==> src/rtl/npc_pkg.sv <==
// Shared types and constants for the NPC writeback stage.
package npc_pkg;

  localparam int XLEN_DEF = 32;

  typedef enum logic [1:0] {
    IDLE     = 2'd0,
    WAIT_MEM = 2'd1,
    WRITE    = 2'd2
  } wbu_state_e;

  localparam logic [2:0] F3_LB  = 3'b000;
  localparam logic [2:0] F3_LH  = 3'b001;
  localparam logic [2:0] F3_LW  = 3'b010;
  localparam logic [2:0] F3_LBU = 3'b100;
  localparam logic [2:0] F3_LHU = 3'b101;

endpackage

==> src/rtl/write_back_unit_if.sv <==
// Writeback bus: EXU retire handshake, LSU read return, register file port and commit.
// Handshake: an EXU result moves when exu_valid && exu_ready are both high on a
// rising clk edge; exu_valid may be held across cycles, exu_ready depends only on
// WBU state. lsu_rvalid is a one-cycle pulse with no back-pressure.
interface write_back_unit_if #(parameter int XLEN = npc_pkg::XLEN_DEF);
  logic            exu_valid;
  logic            exu_ready;
  logic [4:0]      exu_rd;
  logic [XLEN-1:0] exu_result;
  logic [XLEN-1:0] exu_pc;
  logic            exu_is_load;
  logic [2:0]      exu_funct3;
  logic [1:0]      exu_addr_lo;
  logic            lsu_rvalid;
  logic [XLEN-1:0] lsu_rdata;
  logic            rf_wen;
  logic [4:0]      rf_rd;
  logic [XLEN-1:0] rf_wdata;
  logic            commit_valid;
  logic [XLEN-1:0] commit_pc;
  logic            wb_err;

  // Pipeline side (EXU/LSU producers, register file consumer)
  modport master (
    output exu_valid, exu_rd, exu_result, exu_pc, exu_is_load, exu_funct3,
           exu_addr_lo, lsu_rvalid, lsu_rdata,
    input  exu_ready, rf_wen, rf_rd, rf_wdata, commit_valid, commit_pc, wb_err
  );

  // Writeback unit side
  modport slave (
    input  exu_valid, exu_rd, exu_result, exu_pc, exu_is_load, exu_funct3,
           exu_addr_lo, lsu_rvalid, lsu_rdata,
    output exu_ready, rf_wen, rf_rd, rf_wdata, commit_valid, commit_pc, wb_err
  );
endinterface

==> src/rtl/write_back_unit_load_extend.sv <==
// Load data lane select and sign/zero extension (combinational).
module load_extend
  import npc_pkg::*;
#(
  parameter int XLEN = XLEN_DEF
) (
  input  logic [XLEN-1:0] i_rdata,
  input  logic [2:0]      i_funct3,
  input  logic [1:0]      i_addr_lo,
  output logic [XLEN-1:0] o_data
);

  logic [7:0]  w_byte;
  logic [15:0] w_half;

  // Pick the addressed byte and halfword; addr_lo[0] is ignored for halves.
  always_comb begin
    w_byte = i_rdata[7:0];
    case (i_addr_lo)
      2'd0: w_byte = i_rdata[7:0];
      2'd1: w_byte = i_rdata[15:8];
      2'd2: w_byte = i_rdata[23:16];
      2'd3: w_byte = i_rdata[31:24];
      default: w_byte = i_rdata[7:0];
    endcase
    w_half = i_addr_lo[1] ? i_rdata[31:16] : i_rdata[15:0];
  end

  // Extend by load type; word and unknown encodings pass the full word.
  always_comb begin
    o_data = i_rdata;
    case (i_funct3)
      F3_LB:   o_data = {{(XLEN-8){w_byte[7]}}, w_byte};
      F3_LH:   o_data = {{(XLEN-16){w_half[15]}}, w_half};
      F3_LBU:  o_data = {{(XLEN-8){1'b0}}, w_byte};
      F3_LHU:  o_data = {{(XLEN-16){1'b0}}, w_half};
      default: o_data = i_rdata;
    endcase
  end

endmodule

==> src/rtl/write_back_unit.sv <==
// NPC writeback stage: ALU results retire one cycle after transfer, loads one
// cycle after the LSU read pulse. Optional load timeout: WBU_LOAD_TIMEOUT_EN.
module write_back_unit
  import npc_pkg::*;
#(
  parameter int XLEN           = XLEN_DEF,
  parameter int TIMEOUT_CYCLES = 255
) (
  input  logic               clk,
  input  logic               rst_n,
  write_back_unit_if.slave   bus,
  output wbu_state_e         o_dbg_state
);

  wbu_state_e      r_state, w_next;
  logic            w_ready, w_xfer, w_timeout, w_latch, w_err_set;
  logic            w_wen_d, w_commit_d;
  logic [4:0]      w_rd_d;
  logic [XLEN-1:0] w_wdata_d, w_pc_d, w_ext;

  logic            r_rf_wen, r_commit_valid, r_wb_err;
  logic [4:0]      r_rf_rd;
  logic [XLEN-1:0] r_rf_wdata, r_commit_pc;

  // Pending load context captured at transfer
  logic [4:0]      r_ld_rd;
  logic [XLEN-1:0] r_ld_pc;
  logic [2:0]      r_ld_f3;
  logic [1:0]      r_ld_alo;

  load_extend #(.XLEN(XLEN)) u_ext (
    .i_rdata   (bus.lsu_rdata),
    .i_funct3  (r_ld_f3),
    .i_addr_lo (r_ld_alo),
    .o_data    (w_ext)
  );

`ifdef WBU_LOAD_TIMEOUT_EN
  localparam int CNT_W = $clog2(TIMEOUT_CYCLES + 1);
  logic [CNT_W-1:0] r_cnt;

  // Count WAIT_MEM cycles that pass without read data; cleared on entry.
  always_ff @(posedge clk or negedge rst_n) begin
    if (!rst_n)                                     r_cnt <= '0;
    else if (w_latch)                               r_cnt <= '0;
    else if (r_state == WAIT_MEM && !bus.lsu_rvalid) r_cnt <= r_cnt + 1'b1;
  end

  // The cycle whose miss would make the count reach the limit gives up.
  assign w_timeout = (r_state == WAIT_MEM) && (r_cnt == CNT_W'(TIMEOUT_CYCLES - 1));
`else
  logic w_unused_cfg;
  assign w_unused_cfg = (TIMEOUT_CYCLES != 0);
  assign w_timeout    = 1'b0;
`endif

  assign w_ready = (r_state == IDLE) || (r_state == WRITE);
  assign w_xfer  = bus.exu_valid && w_ready;

  // Next state and next registered output values
  always_comb begin
    w_next     = r_state;
    w_wen_d    = 1'b0;
    w_commit_d = 1'b0;
    w_rd_d     = r_rf_rd;
    w_wdata_d  = r_rf_wdata;
    w_pc_d     = r_commit_pc;
    w_latch    = 1'b0;
    w_err_set  = 1'b0;
    case (r_state)
      IDLE, WRITE: begin
        if (w_xfer && !bus.exu_is_load) begin
          w_next     = WRITE;
          w_wen_d    = (bus.exu_rd != 5'd0);
          w_commit_d = 1'b1;
          w_rd_d     = bus.exu_rd;
          w_wdata_d  = bus.exu_result;
          w_pc_d     = bus.exu_pc;
        end else if (w_xfer) begin
          w_next  = WAIT_MEM;
          w_latch = 1'b1;
        end else begin
          w_next = IDLE;
        end
      end
      WAIT_MEM: begin
        if (bus.lsu_rvalid) begin
          w_next     = WRITE;
          w_wen_d    = (r_ld_rd != 5'd0);
          w_commit_d = 1'b1;
          w_rd_d     = r_ld_rd;
          w_wdata_d  = w_ext;
          w_pc_d     = r_ld_pc;
        end else if (w_timeout) begin
          w_next     = WRITE;
          w_commit_d = 1'b1;
          w_rd_d     = r_ld_rd;
          w_wdata_d  = '0;
          w_pc_d     = r_ld_pc;
          w_err_set  = 1'b1;
        end
      end
      default: w_next = IDLE;
    endcase
  end

  // FSM state register
  always_ff @(posedge clk or negedge rst_n) begin
    if (!rst_n) r_state <= IDLE;
    else        r_state <= w_next;
  end

  // Registered writeback outputs and pending-load context
  always_ff @(posedge clk or negedge rst_n) begin
    if (!rst_n) begin
      r_rf_wen       <= 1'b0;
      r_commit_valid <= 1'b0;
      r_rf_rd        <= '0;
      r_rf_wdata     <= '0;
      r_commit_pc    <= '0;
      r_wb_err       <= 1'b0;
      r_ld_rd        <= '0;
      r_ld_pc        <= '0;
      r_ld_f3        <= '0;
      r_ld_alo       <= '0;
    end else begin
      r_rf_wen       <= w_wen_d;
      r_commit_valid <= w_commit_d;
      r_rf_rd        <= w_rd_d;
      r_rf_wdata     <= w_wdata_d;
      r_commit_pc    <= w_pc_d;
      if (w_err_set) r_wb_err <= 1'b1;
      if (w_latch) begin
        r_ld_rd  <= bus.exu_rd;
        r_ld_pc  <= bus.exu_pc;
        r_ld_f3  <= bus.exu_funct3;
        r_ld_alo <= bus.exu_addr_lo;
      end
    end
  end

  assign bus.exu_ready    = w_ready;
  assign bus.rf_wen       = r_rf_wen;
  assign bus.rf_rd        = r_rf_rd;
  assign bus.rf_wdata     = r_rf_wdata;
  assign bus.commit_valid = r_commit_valid;
  assign bus.commit_pc    = r_commit_pc;
  assign bus.wb_err       = r_wb_err;
  assign o_dbg_state      = r_state;

endmodule
==> src/flat_wrapper.sv <==
// flat-port wrapper written by rule: the top's interface ports become plain ports
module write_back_unit_flat import npc_pkg::*;
#(
  parameter int XLEN           = XLEN_DEF,
  parameter int TIMEOUT_CYCLES = 255
)
  (clk, rst_n, o_dbg_state, bus_exu_valid, bus_exu_rd, bus_exu_result, bus_exu_pc, bus_exu_is_load, bus_exu_funct3, bus_exu_addr_lo, bus_lsu_rvalid, bus_lsu_rdata, bus_exu_ready, bus_rf_wen, bus_rf_rd, bus_rf_wdata, bus_commit_valid, bus_commit_pc, bus_wb_err);
  write_back_unit_if #(.XLEN(XLEN)) bus_i ();
  input  logic clk;
  input  logic rst_n;
  output wbu_state_e o_dbg_state;
  input wire logic [$bits(bus_i.exu_valid)-1:0] bus_exu_valid;
  input wire logic [$bits(bus_i.exu_rd)-1:0] bus_exu_rd;
  input wire logic [$bits(bus_i.exu_result)-1:0] bus_exu_result;
  input wire logic [$bits(bus_i.exu_pc)-1:0] bus_exu_pc;
  input wire logic [$bits(bus_i.exu_is_load)-1:0] bus_exu_is_load;
  input wire logic [$bits(bus_i.exu_funct3)-1:0] bus_exu_funct3;
  input wire logic [$bits(bus_i.exu_addr_lo)-1:0] bus_exu_addr_lo;
  input wire logic [$bits(bus_i.lsu_rvalid)-1:0] bus_lsu_rvalid;
  input wire logic [$bits(bus_i.lsu_rdata)-1:0] bus_lsu_rdata;
  output wire logic [$bits(bus_i.exu_ready)-1:0] bus_exu_ready;
  output wire logic [$bits(bus_i.rf_wen)-1:0] bus_rf_wen;
  output wire logic [$bits(bus_i.rf_rd)-1:0] bus_rf_rd;
  output wire logic [$bits(bus_i.rf_wdata)-1:0] bus_rf_wdata;
  output wire logic [$bits(bus_i.commit_valid)-1:0] bus_commit_valid;
  output wire logic [$bits(bus_i.commit_pc)-1:0] bus_commit_pc;
  output wire logic [$bits(bus_i.wb_err)-1:0] bus_wb_err;
  assign bus_i.exu_valid = bus_exu_valid;
  assign bus_i.exu_rd = bus_exu_rd;
  assign bus_i.exu_result = bus_exu_result;
  assign bus_i.exu_pc = bus_exu_pc;
  assign bus_i.exu_is_load = bus_exu_is_load;
  assign bus_i.exu_funct3 = bus_exu_funct3;
  assign bus_i.exu_addr_lo = bus_exu_addr_lo;
  assign bus_i.lsu_rvalid = bus_lsu_rvalid;
  assign bus_i.lsu_rdata = bus_lsu_rdata;
  assign bus_exu_ready = bus_i.exu_ready;
  assign bus_rf_wen = bus_i.rf_wen;
  assign bus_rf_rd = bus_i.rf_rd;
  assign bus_rf_wdata = bus_i.rf_wdata;
  assign bus_commit_valid = bus_i.commit_valid;
  assign bus_commit_pc = bus_i.commit_pc;
  assign bus_wb_err = bus_i.wb_err;
  write_back_unit #(.XLEN(XLEN), .TIMEOUT_CYCLES(TIMEOUT_CYCLES)) u_core (.clk(clk), .rst_n(rst_n), .bus(bus_i), .o_dbg_state(o_dbg_state));
endmodule
==> config.mk <==
export PLATFORM = sky130hd
export DESIGN_NAME = write_back_unit_flat
export DESIGN_NICKNAME = d
export VERILOG_FILES = /design/src/rtl/npc_pkg.sv /design/src/rtl/write_back_unit_if.sv /design/src/rtl/write_back_unit_load_extend.sv /design/src/rtl/write_back_unit.sv /design/src/flat_wrapper.sv
export SDC_FILE = /design/constraint.sdc
export NUM_CORES = 1
export LEC_CHECK = 0
export ABC_CLOCK_PERIOD_IN_PS = 3800
export CAP_MARGIN = 20
export CORE_MARGIN = 10
export CORE_UTILIZATION = 49
export CTS_CLUSTER_SIZE = 12
export DETAILED_ROUTE_END_ITERATION = 10
export PLACE_DENSITY = 0.86
export SLEW_MARGIN = 25
export SYNTH_ARGS = -nofsm -noshare
export SYNTH_HDL_FRONTEND = slang
export SYNTH_SLANG_ARGS = --single-unit
==> constraint.sdc <==
create_clock -name clk -period 3.8 [get_ports clk]
set_clock_uncertainty 0.05 [all_clocks]
set_input_delay 0.76 -clock clk [delete_from_list [all_inputs] [get_ports clk]]
set_output_delay 0.76 -clock clk [all_outputs]
set_load 0.02 [all_outputs]
Word level (Yosys, flattened, before mapping)
Index checks and enable logic that the tools add are counted.

operators by class
  equal/unequal tests = 10
  multiplexer cells = 25
  reduce and logical (&&, ||, !) cells = 12

operator list
  operator              number
  $mux W32              4
  $pmux W32 S2          2
  $pmux W32 S4          1
  $pmux W8 S4           1
  $mux W16              1
  $mux W5               2
  $pmux W5 S2           1
  $reduce_bool A5 Y1    2
  $mux W1               8
  $eq A2 B2 Y1 const B  3
  $eq A3 B3 Y1 const B  2
  $eq A2 B1 Y1 const B  2
  $logic_not A2 Y1      2
  $mux W2               2
  $pmux W1 S2           2
  $pmux W2 S2           1
  $eq A3 B1 Y1 const B  1
  $logic_not A3 Y1      1
  $reduce_and A3 Y1     1
  $logic_and A1 B1 Y1   2
  $ne A2 B1 Y1 const B  1
  $ne A2 B2 Y1 const B  1
  $reduce_bool A2 Y1    1
  $reduce_or A2 Y1      1
  other kinds (2)       2

word-level totals
  bits in registers = 115
  output and inout port bits = 75
  word-level logic and storage cells = 57

Logic depth before layout (Yosys ltp)
  word-level depth = 6
  depth in mapped cells = 8

Cells and area by module
A second synthesis with hierarchy kept.

unflattened totals
  cells, all modules = 440
  area, all modules = 5,838.1 um^2

by module, submodules not included
  module           times used  cells each  area each (um^2)  seq. area each (um^2)
  write_back_unit  1           330         5,188.7           2,877.8
  load_extend      1           110         649.4             0.0

Worst setup path after synthesis
No wires, ideal clock.

  path type = input -> register
  from = input port bus_lsu_rdata[15]
  to = register u_core.r_rf_wdata[20], in the netlist u_core.bus.rf_wdata[20]
  data arrival time = 1,666 ps
  slack = 1,957 ps
  stages = 5
  buffers on the path = 1
  cell sequence = nor2b_1 o31a_1 a31oi_4 buf_4 a211oi_1

on the way
  longest elaborated chain between the ends = 4

ends and longest elaborated chain
  item                                     line                                                                  text
  start, declared                          flat_wrapper.sv:20                                                    input wire logic [$bits(bus_i.lsu_rdata)-1:0] bus_lsu_rdata;
  $pmux W8 S4 or $mux W16 (tied branches)  write_back_unit_load_extend.sv:19, write_back_unit_load_extend.sv:26
  $pmux W32 S4 *                           write_back_unit_load_extend.sv:32                                     case (i_funct3)
  $mux W32 *                               write_back_unit.sv:87                                                 if (bus.lsu_rvalid) begin
  $pmux W32 S2 *                           write_back_unit.sv:70                                                 case (r_state)
  end signal, assigned                     write_back_unit.sv:130                                                r_rf_wdata <= w_wdata_d;
  end, declared                            write_back_unit.sv:23                                                 logic [XLEN-1:0] r_rf_wdata, r_commit_pc;

Mark *: on every way between the ends. The rest lies on a longest branch, timed or not. The select of a mux whose other input is x is not followed.
A chain may end at the register's enable or synchronous reset.

Worst setup path in the final report
  from = register u_core.r_state[0], in the netlist u_core.o_dbg_state[0]
  to = register u_core.r_rf_wdata[19], in the netlist u_core.bus.rf_wdata[19]

on the way
  longest elaborated chain between the ends = 6

ends and longest elaborated chain
  item                                              line                                          text
  start, declared                                   write_back_unit.sv:15                         wbu_state_e r_state, w_next;
  start signal, assigned                            write_back_unit.sv:110                        else r_state <= w_next;
  $eq A2 B2 Y1 or $logic_not A2 Y1 (tied branches)  write_back_unit.sv:57, write_back_unit.sv:70
  $logic_or A1 B1 Y1                                write_back_unit.sv:57                         assign w_ready = (r_state == IDLE) || (r_state == WRITE);
  $logic_and A1 B1 Y1                               write_back_unit.sv:58                         assign w_xfer = bus.exu_valid && w_ready;
  $logic_and A1 B1 Y1                               write_back_unit.sv:72                         if (w_xfer && !bus.exu_is_load) begin
  $ne A2 B1 Y1 (no line)                            -
  $reduce_and A3 Y1 (no line)                       -

Several ways; a longest one is shown, not always the timed one.

==> results.py <==
metrics = {
    "layout": {
        "layout_commonest_cell": "clkdlybuf4s50_1",
        "nets": 818,
        "final_cells": 859,
        "drive_gt1_share_pct": 13.4,
        "layout_common_cells": "clkdlybuf4s50_1 (183), dfrtp_1 (115), nand2_1 (113)",
        "syn2layout_area_growth_pct": 45.8,
    },
    "pwr": {
        "p_switching_mw": 1.61,
        "vdd_ir_drop_max_uv": 344,
        "power_switching_share_pct": 32.8,
        "pwr-share-clk_pct": 30.8,
        "power_leakage_nw": 3.24,
        "combPwrFrac_pct": 32.9,
        "p_total_mw": 4.92,
        "internal_power_mw": 3.31,
        "p_per_area_nw_per_um2": 625,
        "seqPwrFrac_pct": 36.3,
    },
    "synth": {
        "synth_ff_type": "dfrtp_1",
        "synth-seq-cells": 115,
        "yosysUniqueCellTypes": 43,
        "ys_seq_area_share_pct": 53.3,
        "synth.area.top_cells": "dfrtp_1 (53%), mux2_2 (9.0%), nand2_1 (7.9%)",
        "synth_fp_nets": 646,
        "async_reset_ff_share_pct": 100,
        "synth_area_per_cell_um2": 10.1,
        "synthesis.area_um2": 5400,
        "synth_top_area_share_pct": 53.3,
        "synth_edf_count": 0,
        "yosys_warnings": 0,
        "synth_top_area_cell": "dfrtp_1",
        "netlist_instances": 535,
    },
    "clocking": {
        "clock_path_buffers": 2,
        "cts.repair.resized": 0,
        "clock_sinks": 115,
        "clock_latency_ns": 0.51,
        "cts_buffers": 17,
        "h-tree-depth": 4,
        "cts_setup_buffers": 0,
        "path_clk_slew_ns": 0.06,
        "cts_root_buffer": "clkbuf_8",
        "postCtsHoldBufs": 0,
        "cts_tree": "done",
    },
    "floorplan": {
        "start_util_pct": 50.0,
        "die_area_um2": 15600,
        "pin_count": 186,
        "rows": 38,
        "die_w_um": 125,
        "die_y_um": 125,
        "fp.coreArea_um2": 10800,
    },
    "worst_setup_path": {
        "required_ns": 4.10,
        "critPathCaptureType": "flip-flop",
        "worstSetupStartpointType": "flip-flop",
        "crit_fanout": 27,
        "critPathKind": "flip-flop to flip-flop",
        "worstPathArrival_ns": 2.94,
    },
    "place": {
        "port_buffers": 184,
        "dp_hpwl_mm": 12.4,
        "gp_congestion": 0.856,
        "dp.cells": 828,
        "pre_cts_ws_ns": 0.977,
    },
    "drt": {
        "wirelength_mm": 17.4,
        "num_vias": 4909,
        "drtIter0Drc": 341,
        "viasPerCell": 5.71,
        "post_drt_wl_per_cell_um": 20.3,
        "ant_nets": 0,
        "drc": 0,
        "first_pass_iters": 5,
    },
    "sta": {
        "drv_slew": 0,
        "final.setup.tns_ns": 0,
        "finalCriticalPeriod_ns": 2.64,
        "rsz0062_at_grt": "no",
        "setup_viol": 0,
        "finalHoldViolations": 0,
        "slew_headroom_pct": 34.4,
        "worst_pin_slew_ns": 0.985,
        "layout_setup_ws_ns": 1.16,
        "clock.fmax_ghz": 0.379,
        "fin_crit_sh_pct": 69.4,
    },
    "global_route": {
        "grt_pass1_wl_mm": 27.9,
        "gr-usage-all-layers_pct": 22.0,
        "antenna_found_initial": 1,
        "grt_max_degree": 79,
        "grt-ovfl-total": 0,
        "grt_pass1_vias": 5144,
    },
    "worst_hold_path": {
        "hold_path_class": "primary input to asynchronous set/reset pin",
    },
    "status": {
        "outcome": "complete, no violations",
    },
    "job": {
        "drv_cap": 0,
    },
}
-- routing by layer --
| layer | up-vias | global-route usage [%] | wire length (um) | part of all wire (%) |
|---|---|---|---|---|
| met5 | - | 0 | 0 | 0 |
| met4 | 0 | 8.74 | 468 | 2.7 |
| met3 | 37 | 7.14 | 1430 | 8.2 |
| met2 | 249 | 35.8 | 8650 | 50 |
| met1 | 2382 | 26.6 | 6880 | 39 |
| li1 | 2241 | - | - | - |
-- stage by stage --
step / area, um2 / utilization, % / hold slack [ns]
3_5_place_dp: 7290 / 67.6 / 0.444
3_3_place_gp: 7290 / 67.6 / 0.434
2_1_floorplan: 5400 / - / 0.414
5_1_grt: 7860 / 72.9 / 0.359
4_1_cts: 7860 / 72.8 / 0.323
6_report: 7870 / 72.9 / 0.318
-- flip-flops by register name (all words and copies together) (netlist names) --
signal,flops
u_core.bus.rf_wen,1
u_core.bus.commit_valid,1
u_core.r_ld_f3,3
u_core.o_dbg_state,2
u_core.r_ld_pc,32
u_core.bus.rf_wdata,32
u_core.bus.commit_pc,32
u_core.r_ld_rd,5
u_core.bus.rf_rd,5
u_core.r_ld_alo,2
-- final cells by class --
type / count / area [um2]
inverters: 5 / 18.8
well taps: 140 / 175
multi-input cells: 376 / 2310
fillers: 757 / 2930
clock buffers: 21 / 459
flip-flops and latches: 115 / 2880
clock inverters: 9 / 106
repair buffers: 192 / 1910
diodes: 1 / 2.50
-- critical path, cell delays in order (launching register included) --
cell,delay (ns)
dfrtp_1,0.52
nor2b_4,0.67
nand2_1,0.47
a31oi_4,0.61
a211oi_1,0.16
-- power by group through the flow --
| stage | logic, mW | registers (mW) | clock network, mW |
|---|---|---|---|
| finish | 1.62 | 1.79 | 1.51 |
| global route | 1.73 | 1.83 | 1.60 |
| CTS | 1.63 | 1.78 | 1.53 |
| detailed placement | 1.62 | 1.79 | 0 |
| global placement | 1.57 | 1.78 | 0 |
| floorplan | 0.607 | 2.00 | 0 |
-- synth_stat cells, types with 3 or more instances --
master,n
dfrtp_1,115
nand2_1,113
nor2_1,56
mux2_2,43
a31oi_1,37
nor3_1,16
clkbuf_1,15
a22oi_1,13
buf_2,13
a211oi_1,11
nand3_1,11
o211ai_1,9
mux2i_1,8
buf_4,7
o21ai_1,7
o221ai_1,7
a22o_1,6
a211oi_2,5
o21ai_0,5
nand2b_1,4
inv_1,3
nor2b_1,3
-- cell families (layout without fill, tap and decap cells) --
| logic type | after synthesis | count (layout) | share of synthesized area [%] |
|---|---|---|---|
| other | 1 | 2 | 0.0695 |
| buffers and inverters | 44 | 227 | 4.13 |
| DFF | 115 | 115 | 53.3 |
| muxes | 51 | 51 | 10.5 |
| AOI/OAI and AO/OA | 113 | 113 | 15.7 |
| and+or+nand+nor | 211 | 211 | 16.3 |
-- worst paths after layout --
check,startpoint,endpoint,slack (ns),cells past startpoint
max reg2reg,u_core.o_dbg_state[0],u_core.bus.rf_wdata[19],1.16,4
min in group clk,u_core.bus.rf_wdata[3],u_core.bus.rf_wdata[3],0.45,2
max,u_core.o_dbg_state[0],u_core.bus.rf_wdata[19],1.16,4
max in group asynchronous,rst_n,u_core.bus.rf_wdata[13],2.51,2
min reg2reg,u_core.bus.rf_wdata[3],u_core.bus.rf_wdata[3],0.45,2
min,rst_n,u_core.r_ld_pc[6],0.32,1
(Power assumes the default switching activity.)
